[src/rtl/fft_ctrl_regfile_if.sv]
// Host-side register bus for the FFT control/status register file.
// Single-cycle wen/ren requests; ready strobes once per accepted request.
interface fft_ctrl_regfile_if #(
   parameter int unsigned DATA_W = 32,
   parameter int unsigned ADDR_W = 2
);
   logic              wen;
   logic              ren;
   logic [ADDR_W-1:0] addr;
   logic [DATA_W-1:0] wdata;
   logic [DATA_W-1:0] rdata;
   logic              ready;

   modport master (
      output wen, ren, addr, wdata,
      input  rdata, ready
   );

   modport slave (
      input  wen, ren, addr, wdata,
      output rdata, ready
   );
endinterface

[src/rtl/fft_ctrl_regfile.sv]
// FFT control/status register file: CTRL (start, irq enable), sticky STATUS with W1C,
// and NUM_REGS-2 plain CFG registers driven straight to the datapath.
module fft_ctrl_regfile #(
   parameter int unsigned DATA_W   = 32,
   parameter int unsigned NUM_REGS = 4,
   parameter int unsigned ADDR_W   = 2
) (
   input  logic                             clk,
   input  logic                             rst_n,
   fft_ctrl_regfile_if.slave                bus,
   input  logic                             i_fft_busy,
   input  logic                             i_fft_done,
   output logic                             o_start_pulse,
   output logic [(NUM_REGS-2)*DATA_W-1:0]   o_cfg_q,
   output logic                             o_irq
);

   localparam int unsigned NumCfg = NUM_REGS - 2;

   logic [31:0]       w_addr;
   logic              w_wr_ctrl;
   logic              w_wr_status;
   logic              w_start_ok;
   logic              w_start_err;
   logic              w_clr_done;
   logic              w_clr_err;
   logic [DATA_W-1:0] w_view;
   logic [DATA_W-1:0] w_cfg_or [NumCfg+1];

   logic              r_irq_en;
   logic              r_done;
   logic              r_err;
   logic              r_irq;
   logic              r_start_pulse;
   logic              r_ready;
   logic [DATA_W-1:0] r_rdata;

   assign w_addr      = 32'(bus.addr);
   assign w_wr_ctrl   = bus.wen && (w_addr == 32'd0);
   assign w_wr_status = bus.wen && (w_addr == 32'd1);
   assign w_start_ok  = w_wr_ctrl && bus.wdata[0] && !i_fft_busy;
   assign w_start_err = w_wr_ctrl && bus.wdata[0] && i_fft_busy;
   assign w_clr_done  = w_wr_status && bus.wdata[1];
   assign w_clr_err   = w_wr_status && bus.wdata[2];

   // Each CFG register ORs its value into the read chain only when addressed.
   assign w_cfg_or[0] = '0;
   for (genvar g = 0; g < NumCfg; g++) begin : g_cfg
      logic              w_hit;
      logic [DATA_W-1:0] r_cfg;

      assign w_hit = (w_addr == 32'(g + 2));

      always_ff @(posedge clk or negedge rst_n) begin
         if (!rst_n) begin
            r_cfg <= '0;
         end else if (bus.wen && w_hit) begin
            r_cfg <= bus.wdata;
         end
      end

      assign w_cfg_or[g+1]                = w_cfg_or[g] | (w_hit ? r_cfg : '0);
      assign o_cfg_q[g*DATA_W +: DATA_W]  = r_cfg;
   end

   always_comb begin
      w_view = w_cfg_or[NumCfg];
      if (w_addr == 32'd0) begin
         w_view    = '0;
         w_view[1] = r_irq_en;
      end else if (w_addr == 32'd1) begin
         w_view    = '0;
         w_view[0] = i_fft_busy;
         w_view[1] = r_done;
         w_view[2] = r_err;
      end
   end

   // Sticky status: a set in the same cycle as its W1C takes priority.
   always_ff @(posedge clk or negedge rst_n) begin
      if (!rst_n) begin
         r_irq_en      <= 1'b0;
         r_done        <= 1'b0;
         r_err         <= 1'b0;
         r_irq         <= 1'b0;
         r_start_pulse <= 1'b0;
         r_ready       <= 1'b0;
         r_rdata       <= '0;
      end else begin
         r_ready       <= bus.wen | bus.ren;
         r_rdata       <= (bus.ren && !bus.wen) ? w_view : '0;
         r_start_pulse <= w_start_ok;
         r_irq         <= r_irq_en & r_done;
         r_done        <= i_fft_done | (r_done & ~w_clr_done);
         r_err         <= w_start_err | (r_err & ~w_clr_err);
         if (w_wr_ctrl) begin
            r_irq_en <= bus.wdata[1];
         end
      end
   end

   assign bus.ready     = r_ready;
   assign bus.rdata     = r_rdata;
   assign o_start_pulse = r_start_pulse;
   assign o_irq         = r_irq;

endmodule
[src/flat_wrapper.sv]
// flat-port wrapper written by rule: the top's interface ports become plain ports
module fft_ctrl_regfile_flat 
#(
   parameter int unsigned DATA_W   = 32,
   parameter int unsigned NUM_REGS = 4,
   parameter int unsigned ADDR_W   = 2
)
  (clk, rst_n, i_fft_busy, i_fft_done, o_start_pulse, o_cfg_q, o_irq, bus_wen, bus_ren, bus_addr, bus_wdata, bus_rdata, bus_ready);
  fft_ctrl_regfile_if #(.DATA_W(DATA_W), .ADDR_W(ADDR_W)) bus_i ();
  input  logic clk;
  input  logic rst_n;
  input  logic i_fft_busy;
  input  logic i_fft_done;
  output logic o_start_pulse;
  output logic [(NUM_REGS-2)*DATA_W-1:0] o_cfg_q;
  output logic o_irq;
  input wire logic [$bits(bus_i.wen)-1:0] bus_wen;
  input wire logic [$bits(bus_i.ren)-1:0] bus_ren;
  input wire logic [$bits(bus_i.addr)-1:0] bus_addr;
  input wire logic [$bits(bus_i.wdata)-1:0] bus_wdata;
  output wire logic [$bits(bus_i.rdata)-1:0] bus_rdata;
  output wire logic [$bits(bus_i.ready)-1:0] bus_ready;
  assign bus_i.wen = bus_wen;
  assign bus_i.ren = bus_ren;
  assign bus_i.addr = bus_addr;
  assign bus_i.wdata = bus_wdata;
  assign bus_rdata = bus_i.rdata;
  assign bus_ready = bus_i.ready;
  fft_ctrl_regfile #(.DATA_W(DATA_W), .NUM_REGS(NUM_REGS), .ADDR_W(ADDR_W)) u_core (.clk(clk), .rst_n(rst_n), .bus(bus_i), .i_fft_busy(i_fft_busy), .i_fft_done(i_fft_done), .o_start_pulse(o_start_pulse), .o_cfg_q(o_cfg_q), .o_irq(o_irq));
endmodule
[config.mk]
export PLATFORM = sky130hd
export DESIGN_NAME = fft_ctrl_regfile_flat
export DESIGN_NICKNAME = d
export VERILOG_FILES = /design/src/rtl/fft_ctrl_regfile_if.sv /design/src/rtl/fft_ctrl_regfile.sv /design/src/flat_wrapper.sv
export SDC_FILE = /design/constraint.sdc
export NUM_CORES = 1
export LEC_CHECK = 0
export ABC_AREA = 0
export ABC_CLOCK_PERIOD_IN_PS = 1300
export CORE_MARGIN = 4
export CORE_UTILIZATION = 45
export CTS_BUF_LIST = sky130_fd_sc_hd__clkbuf_4 sky130_fd_sc_hd__clkbuf_8
export CTS_CLUSTER_DIAMETER = 120
export DETAILED_ROUTE_END_ITERATION = 8
export MAX_ROUTING_LAYER = met4
export PLACE_DENSITY = 0.78
export SYNTH_ARGS = -nofsm -noshare
export SYNTH_HDL_FRONTEND = slang
export SYNTH_SLANG_ARGS = --single-unit
[constraint.sdc]
create_clock -name clk -period 1.3 [get_ports clk]
set_input_delay 0.26 -clock clk [delete_from_list [all_inputs] [get_ports clk]]
set_output_delay 0.26 -clock clk [all_outputs]
set_load 0.005 [all_outputs]
==> flow_results.xml, run 1 <==
<?xml version="1.0" encoding="UTF-8"?>
<metrics>
  <group name="placement">
    <metric name="hpwl" unit="um">6990</metric>
    <metric name="place_inst" unit="">530</metric>
    <metric name="routabilityCongestion" unit="">0.771</metric>
    <metric name="io_buffer_count" unit="">138</metric>
  </group>
  <group name="die">
    <metric name="core_region_area" unit="mm^2">0.00924</metric>
    <metric name="die_footprint" unit="mm^2">0.0111</metric>
    <metric name="floorplan.die.width" unit="um">105</metric>
    <metric name="core.rowCount" unit="">35</metric>
    <metric name="initial_core_util" unit="%">46.3</metric>
    <metric name="die-height" unit="um">105</metric>
    <metric name="io_pins" unit="">139</metric>
  </group>
  <group name="worst_setup_path">
    <metric name="worst-r2r-cell-count" unit="">3</metric>
    <metric name="worst_r2r_endpoint" unit="">u_core.bus.rdata[1]</metric>
    <metric name="startpoint_type" unit="">flip-flop</metric>
    <metric name="reg2reg_from" unit="">u_core.g_cfg[0].r_cfg[1]</metric>
    <metric name="timing.setup.critical_path_class" unit="">reg -&gt; out</metric>
    <metric name="timing.critical_path.buf_inv" unit="">1</metric>
    <metric name="regToRegSetupSlack" unit="ns">0.10</metric>
    <metric name="worst-endpoint-arrival" unit="ns">1.01</metric>
    <metric name="critPathCaptureType" unit="">primary output</metric>
    <metric name="critical_path.cell_chain" unit="">dlygate4sd2_1</metric>
    <metric name="critPathMaxFanout" unit="">2</metric>
    <metric name="cp_data_required_time" unit="ns">1.04</metric>
    <metric name="timing.critical_path.slowest_stage_cell" unit="">dfrtp_1</metric>
    <metric name="cp_slowest_stage_delay" unit="ns">0.40</metric>
    <metric name="crit_family" unit="">flip-flops</metric>
  </group>
  <group name="clocking">
    <metric name="clock_tree.htree_level_count" unit="">3</metric>
    <metric name="worst_skew_pair.late_latency" unit="ns">0.35</metric>
    <metric name="path_clk_slew" unit="ns">0.09</metric>
    <metric name="cts.root.buffer_cell" unit="">clkbuf_8</metric>
    <metric name="cts_tree" unit="">done</metric>
    <metric name="cts_sinks" unit="">102</metric>
    <metric name="clock_path_buffers" unit="">2</metric>
    <metric name="numCtsBuffers" unit="">9</metric>
  </group>
  <group name="synth">
    <metric name="syn-num-nets" unit="">302</metric>
    <metric name="synth_enable_flop_cells" unit="">0</metric>
    <metric name="netlist.top_cell.by_area" unit="">dfrtp_1</metric>
    <metric name="ys_dominant_reg_cell" unit="">dfrtp_1</metric>
    <metric name="synth.area.top_cells" unit="">dfrtp_1, mux2_4, mux2i_1</metric>
    <metric name="syn-mean-instance-area" unit="um^2">16.3</metric>
    <metric name="ranking_of_synthesized_cells_by_instance_count" unit="">dfrtp_1, mux2_4, mux2i_1</metric>
    <metric name="yosysTopAreaCellShare" unit="%">59.7</metric>
    <metric name="netlist-cell-type-count" unit="">24</metric>
    <metric name="synth_cells" unit="">262</metric>
    <metric name="synth.ff_latch_count" unit="">102</metric>
    <metric name="yosys_warnings" unit="">0</metric>
    <metric name="synthMostInstantiatedCell" unit="">dfrtp_1</metric>
    <metric name="syn-cell-area" unit="mm^2">0.00427</metric>
    <metric name="synth_seq_area_share" unit="%">59.7</metric>
    <metric name="async_flop_share" unit="%">100</metric>
  </group>
  <group name="timing">
    <metric name="timing_worst_slew_pin_value" unit="ns">0.485</metric>
    <metric name="timing_max_transition_violations_final" unit="">0</metric>
    <metric name="final_skew" unit="ns">0.0132</metric>
    <metric name="timing.slew.headroom" unit="%">67.6</metric>
    <metric name="setup_tns" unit="ns">0</metric>
    <metric name="setup_viol_count_final" unit="">0</metric>
    <metric name="max_freq" unit="MHz">786</metric>
    <metric name="timing.final.crit_period" unit="ns">1.27</metric>
    <metric name="finalHoldViolations" unit="">0</metric>
    <metric name="period_utilization_post_route" unit="%">97.9</metric>
  </group>
  <group name="run">
    <metric name="maxCapViolations" unit="">0</metric>
  </group>
  <group name="global_routing">
    <metric name="grt_max_degree" unit="">64</metric>
    <metric name="grt_use_total" unit="%">18.7</metric>
    <metric name="overflow" unit="">0</metric>
    <metric name="number_of_antenna_violations_at_the_first_check_in_global_routing" unit="">0</metric>
    <metric name="first_global_vias" unit="">3120</metric>
    <metric name="grt_first_pass_wirelength" unit="um">16100</metric>
  </group>
  <group name="power_and_ir_drop">
    <metric name="peakVddDrop" unit="mV">0.677</metric>
    <metric name="power.share.clock" unit="%">23.4</metric>
    <metric name="p_sw" unit="mW">2.15</metric>
    <metric name="pd_cells" unit="mW/mm^2">1290</metric>
    <metric name="power.internal" unit="mW">6.31</metric>
    <metric name="p_comb_share" unit="%">31.0</metric>
    <metric name="swShare" unit="%">25.4</metric>
    <metric name="cellLeakagePower" unit="nW">3.48</metric>
    <metric name="pwr-share-seq" unit="%">45.6</metric>
  </group>
  <group name="route">
    <metric name="routedWlPerCell" unit="um">16.5</metric>
    <metric name="drt-initial-drc-count" unit="">82</metric>
    <metric name="drc" unit="">0</metric>
    <metric name="drt-total-wl" unit="um">10300</metric>
    <metric name="drt_pass1_iterations" unit="">4</metric>
    <metric name="routed-via-count" unit="">2935</metric>
    <metric name="via_per_inst" unit="">4.72</metric>
    <metric name="drt.antenna.violating_nets" unit="">0</metric>
  </group>
  <group name="run_status">
    <metric name="status" unit="">complete, no violations</metric>
  </group>
  <group name="min_path">
    <metric name="min_delay_path_class" unit="">in -&gt; reg</metric>
    <metric name="holdPathEnd" unit="">u_core.r_done</metric>
    <metric name="hp-start" unit="">bus_addr[0]</metric>
    <metric name="worstHoldPathCells" unit="">3</metric>
  </group>
  <group name="final_layout">
    <metric name="antenna_cells" unit="">0</metric>
    <metric name="layout_cell_share_with_drive_strength_beyond_1" unit="%">36.5</metric>
    <metric name="design.final.nets" unit="">528</metric>
    <metric name="areaGrowthSynthToFinish" unit="%">54.0</metric>
    <metric name="final_cells" unit="">622</metric>
  </group>
</metrics>
==> state kept, by name, summed over array words and instances, names as in the netlist <==
signal and count:
u_core.g_cfg.r_cfg 64, u_core.bus.rdata 32, u_core.bus.ready 1, u_core.o_irq 1
u_core.o_start_pulse 1, u_core.r_done 1, u_core.r_err 1, u_core.r_irq_en 1
==> area by class of cell <==
| cell class | instances | area [um^2] |
|---|---|---|
| fill | 639 | 2660 |
| sequential | 102 | 2550 |
| timing repair buffer | 230 | 2090 |
| multi-input combinational | 145 | 1580 |
| tap | 129 | 161 |
| clock buffer | 11 | 139 |
| clock inverter | 5 | 58.8 |
==> layout by cell type, fill, tap and decap left out, types with 5 or more instances in the layout <==
cell,synthesis,final
dfrtp_1,102,102
clkdlybuf4s50_1,0,35
mux2_4,60,60
clkbuf_8,0,9
buf_4,2,84
buf_12,0,7
mux2_2,5,5
nor2_1,29,29
dlygate4sd2_1,0,55
clkdlybuf4s15_1,0,45
mux2i_1,31,31
==> kinds of logic after synthesis <==
family	after synthesis	synth area share, %
mux	97	30.2
compound gates	6	0.995
buf+inv	15	3.45
flops	102	59.7
simple gates	42	5.65
==> power groups by stage <==
stage	Sequential (mW)	Combinational, mW	Clock (mW)
after floorplan	3.99	0.848	0
after global placement	3.99	2.08	0
after detailed placement	4.02	2.13	0
after CTS	3.84	2.44	2.05
after global routing	3.91	2.81	2.14
final	3.86	2.63	1.98
==> how the worst max path moves through the flow <==
stage                                         start              end  depth (start not counted)
after global placement                      bus_wen  u_core.r_irq_en                          3
after global routing      u_core.g_cfg[1].r_cfg[15]      o_cfg_q[47]                          1
after detailed placement                    bus_wen  u_core.r_irq_en                          3
after CTS                 u_core.g_cfg[1].r_cfg[10]      o_cfg_q[42]                          1
final                     u_core.g_cfg[0].r_cfg[25]      o_cfg_q[25]                          1
after floorplan                             bus_wen  u_core.r_irq_en                          3
==> layer usage <==
layer  vias to the layer above  global-route usage [%]  share of wire [%]
li1                       1362                       -                  -
met1                      1467                    23.9                 44
met2                        95                    30.4                 50
met3                        11                    3.74                5.3
met4                         0                    5.53                1.1
met5                         -                       -                  0
==> stage by stage <==
stage	instance area [um^2]	utilization (%)	total power [mW]	setup WS, ns	hold WS (ns)
6_report	6580	71.2	8.46	0.0278	0.353
5_1_grt	6580	71.2	8.87	-0.0127	0.385
4_1_cts	6390	69.2	8.33	0.000902	0.336
3_5_place_dp	5870	63.5	6.15	-0.466	0.286
3_3_place_gp	5870	63.5	6.07	-0.408	0.281
2_1_floorplan	4270	-	4.84	0.143	-0.0356
==> repair_timing <==
action,CTS,global route
hold endpoints to repair,97,0
gates resized for setup,115,33
endpoints found under the setup margin,164,76
setup buffers,56,19
hold buffers,1,0
Power figures use the tool's default switching activity.
==> run 2: changes to the inputs <==
- GPL_TIMING_DRIVEN: unset -> 0
==> run 2 against run 1 <==
  * Routed wire length grew 2.3%
  * Maximum frequency increased by 0.11%
  * Clock-buffer cell count down 1
  * Combinational power barely moved
  * Die area unchanged
  * Via count shrank 0.34%
  * Register-to-register slack about the same
  * Critical endpoint is now o_cfg_q[60]
  * Largest cell class unchanged
==> flow_results.xml, run 2 (synthesis results as in run 1) <==
<?xml version="1.0" encoding="UTF-8"?>
<metrics>
  <group name="run_status">
    <metric name="status" unit="">complete, no violations</metric>
  </group>
  <group name="placement">
    <metric name="routabilityCongestion" unit="">0.796</metric>
    <metric name="hpwl" unit="um">6860</metric>
    <metric name="place_inst" unit="">529</metric>
    <metric name="io_buffer_count" unit="">137</metric>
  </group>
  <group name="worst_setup_path">
    <metric name="crit_family" unit="">flip-flops</metric>
    <metric name="cp_data_required_time" unit="ns">1.04</metric>
    <metric name="cp_slowest_stage_delay" unit="ns">0.39</metric>
    <metric name="worst-endpoint-arrival" unit="ns">1.01</metric>
    <metric name="timing.critical_path.buf_inv" unit="">1</metric>
    <metric name="timing.setup.critical_path_class" unit="">reg -&gt; out</metric>
    <metric name="critical_path.cell_chain" unit="">dlygate4sd2_1</metric>
    <metric name="timing.critical_path.slowest_stage_cell" unit="">dfrtp_1</metric>
    <metric name="critPathCaptureType" unit="">primary output</metric>
    <metric name="reg2reg_from" unit="">u_core.g_cfg[1].r_cfg[1]</metric>
    <metric name="startpoint_type" unit="">flip-flop</metric>
    <metric name="critPathMaxFanout" unit="">2</metric>
    <metric name="setup.worst_path.start" unit="">u_core.g_cfg[1].r_cfg[28]</metric>
  </group>
  <group name="run">
    <metric name="maxCapViolations" unit="">0</metric>
  </group>
  <group name="power_and_ir_drop">
    <metric name="p_comb_share" unit="%">30.1</metric>
    <metric name="swShare" unit="%">25.4</metric>
    <metric name="cellLeakagePower" unit="nW">3.43</metric>
    <metric name="power.internal" unit="mW">6.46</metric>
    <metric name="p_sw" unit="mW">2.20</metric>
    <metric name="pd_cells" unit="mW/mm^2">1320</metric>
    <metric name="power.share.clock" unit="%">25.4</metric>
    <metric name="peakVddDrop" unit="mV">0.778</metric>
    <metric name="pwr-share-seq" unit="%">44.5</metric>
  </group>
  <group name="clocking">
    <metric name="numCtsBuffers" unit="">9</metric>
    <metric name="cts_tree" unit="">done</metric>
    <metric name="worst_skew_pair.late_latency" unit="ns">0.35</metric>
    <metric name="cts_sinks" unit="">102</metric>
    <metric name="clock_tree.htree_level_count" unit="">3</metric>
    <metric name="path_clk_slew" unit="ns">0.10</metric>
    <metric name="cts.root.buffer_cell" unit="">clkbuf_8</metric>
    <metric name="clock_path_buffers" unit="">2</metric>
  </group>
  <group name="die">
    <metric name="initial_core_util" unit="%">46.3</metric>
    <metric name="core.rowCount" unit="">35</metric>
    <metric name="die-height" unit="um">105</metric>
    <metric name="io_pins" unit="">139</metric>
    <metric name="die_footprint" unit="mm^2">0.0111</metric>
    <metric name="floorplan.die.width" unit="um">105</metric>
    <metric name="core_region_area" unit="mm^2">0.00924</metric>
  </group>
  <group name="min_path">
    <metric name="min_delay_path_class" unit="">in -&gt; reg</metric>
    <metric name="hp-start" unit="">bus_wen</metric>
  </group>
  <group name="timing">
    <metric name="rsz_0062_raised_after_global_routing" unit="">false</metric>
    <metric name="timing_worst_slew_pin_value" unit="ns">0.635</metric>
    <metric name="setup_viol_count_final" unit="">0</metric>
    <metric name="period_utilization_post_route" unit="%">97.8</metric>
    <metric name="timing_max_transition_violations_final" unit="">0</metric>
    <metric name="finalHoldViolations" unit="">0</metric>
    <metric name="final_skew" unit="ns">0.00949</metric>
    <metric name="timing.slew.headroom" unit="%">57.7</metric>
    <metric name="max_freq" unit="MHz">787</metric>
    <metric name="timing.final.crit_period" unit="ns">1.27</metric>
  </group>
  <group name="final_layout">
    <metric name="top_register" unit="">u_core.g_cfg.r_cfg</metric>
    <metric name="final_cells" unit="">618</metric>
    <metric name="fill_cells" unit="">650</metric>
    <metric name="layout_common_cells" unit="">dfrtp_1, buf_4, mux2_4</metric>
    <metric name="largest_register_ffs" unit="">64</metric>
    <metric name="design.final.nets" unit="">525</metric>
    <metric name="antenna_cells" unit="">0</metric>
    <metric name="layout_cell_share_with_drive_strength_beyond_1" unit="%">36.0</metric>
    <metric name="postLayoutCoreUtil" unit="%">70.9</metric>
    <metric name="final_common_cell" unit="">dfrtp_1</metric>
    <metric name="areaGrowthSynthToFinish" unit="%">53.4</metric>
  </group>
  <group name="route">
    <metric name="via_per_inst" unit="">4.73</metric>
    <metric name="routedWlPerCell" unit="um">17.0</metric>
    <metric name="drt_pass1_iterations" unit="">4</metric>
    <metric name="drt-initial-drc-count" unit="">58</metric>
    <metric name="drt.antenna.violating_nets" unit="">0</metric>
    <metric name="drt-total-wl" unit="um">10500</metric>
    <metric name="routed-via-count" unit="">2925</metric>
    <metric name="drc" unit="">0</metric>
  </group>
  <group name="global_routing">
    <metric name="grt_use_total" unit="%">19.9</metric>
    <metric name="number_of_antenna_violations_at_the_first_check_in_global_routing" unit="">0</metric>
    <metric name="overflow" unit="">0</metric>
    <metric name="grt_max_degree" unit="">56</metric>
    <metric name="grt_first_pass_wirelength" unit="um">17000</metric>
    <metric name="first_global_vias" unit="">3257</metric>
  </group>
</metrics>
==> run 2: stage by stage <==
| stage | setup TNS [ns] | total power [mW] | instance area, um^2 | worst slack, ns | hold WS, ns |
|---|---|---|---|---|---|
| 6_report | 0 | 8.66 | 6560 | 0.0292 | 0.293 |
| 5_1_grt | 0 | 9.04 | 6560 | 0.000328 | 0.314 |
| 4_1_cts | 0 | 8.51 | 6380 | 0.000997 | 0.277 |
| 3_5_place_dp | -41.76 | 6.14 | 5830 | -0.534 | 0.323 |
| 3_3_place_gp | -418.82 | 6.06 | 5810 | -3.71 | 0.471 |
| 2_1_floorplan | 0 | 4.84 | 4270 | 0.143 | -0.0356 |
==> run 2: cell type report <==
class                   count  area (um^2)  share of cell area, %
repair buffers            212         1900                   29.0
multi-input cells         145         1580                   24.1
plain buffers              15          149                   2.27
clock inverters             5         83.8                   1.28
well taps                 129          161                   2.46
flip-flops and latches    102         2550                   38.9
clock buffers              10          131                   2.00
==> run 2: path summary, 6_finish.rpt <==
check | cells past startpoint | slack, ns | to
hold / removal | 2 | 0.29 | u_core.bus.ready
hold reg to reg | 1 | 0.52 | u_core.r_done
setup reg to reg | 3 | 0.09 | u_core.bus.rdata[1]
setup / recovery | 1 | 0.03 | o_cfg_q[60]
min in group asynchronous | 2 | 0.45 | u_core.g_cfg[1].r_cfg[9]
max in group asynchronous | 3 | 0.17 | u_core.g_cfg[1].r_cfg[14]
==> run 2: power groups by stage <==
stage,Clock [mW],Combinational [mW],Sequential (mW)
6_report,2.20,2.61,3.85
5_1_grt,2.32,2.80,3.91
4_1_cts,2.24,2.43,3.84
3_5_place_dp,0,2.11,4.02
3_3_place_gp,0,2.06,3.99
2_1_floorplan,0,0.848,3.99
==> run 2: layer usage <==
layer  up-vias  share of wire [%]  wire length, um  track usage [%]
li1       1349                  -                -                -
met1      1478                 45             4690             25.4
met2        91                 49             5140             32.7
met3         7                5.9              621             4.04
met4         0               0.68               72             5.34
met5         -                  0                0                -
==> run 2: what timing repair did <==
item                                   4_1_cts  5_1_grt
endpoints found under the hold margin       47        0
hold buffers                                 1        0
cloned                                       0        0
setup endpoints to repair                  188       43
gates resized for setup                    119       40
buffers inserted                            56       17
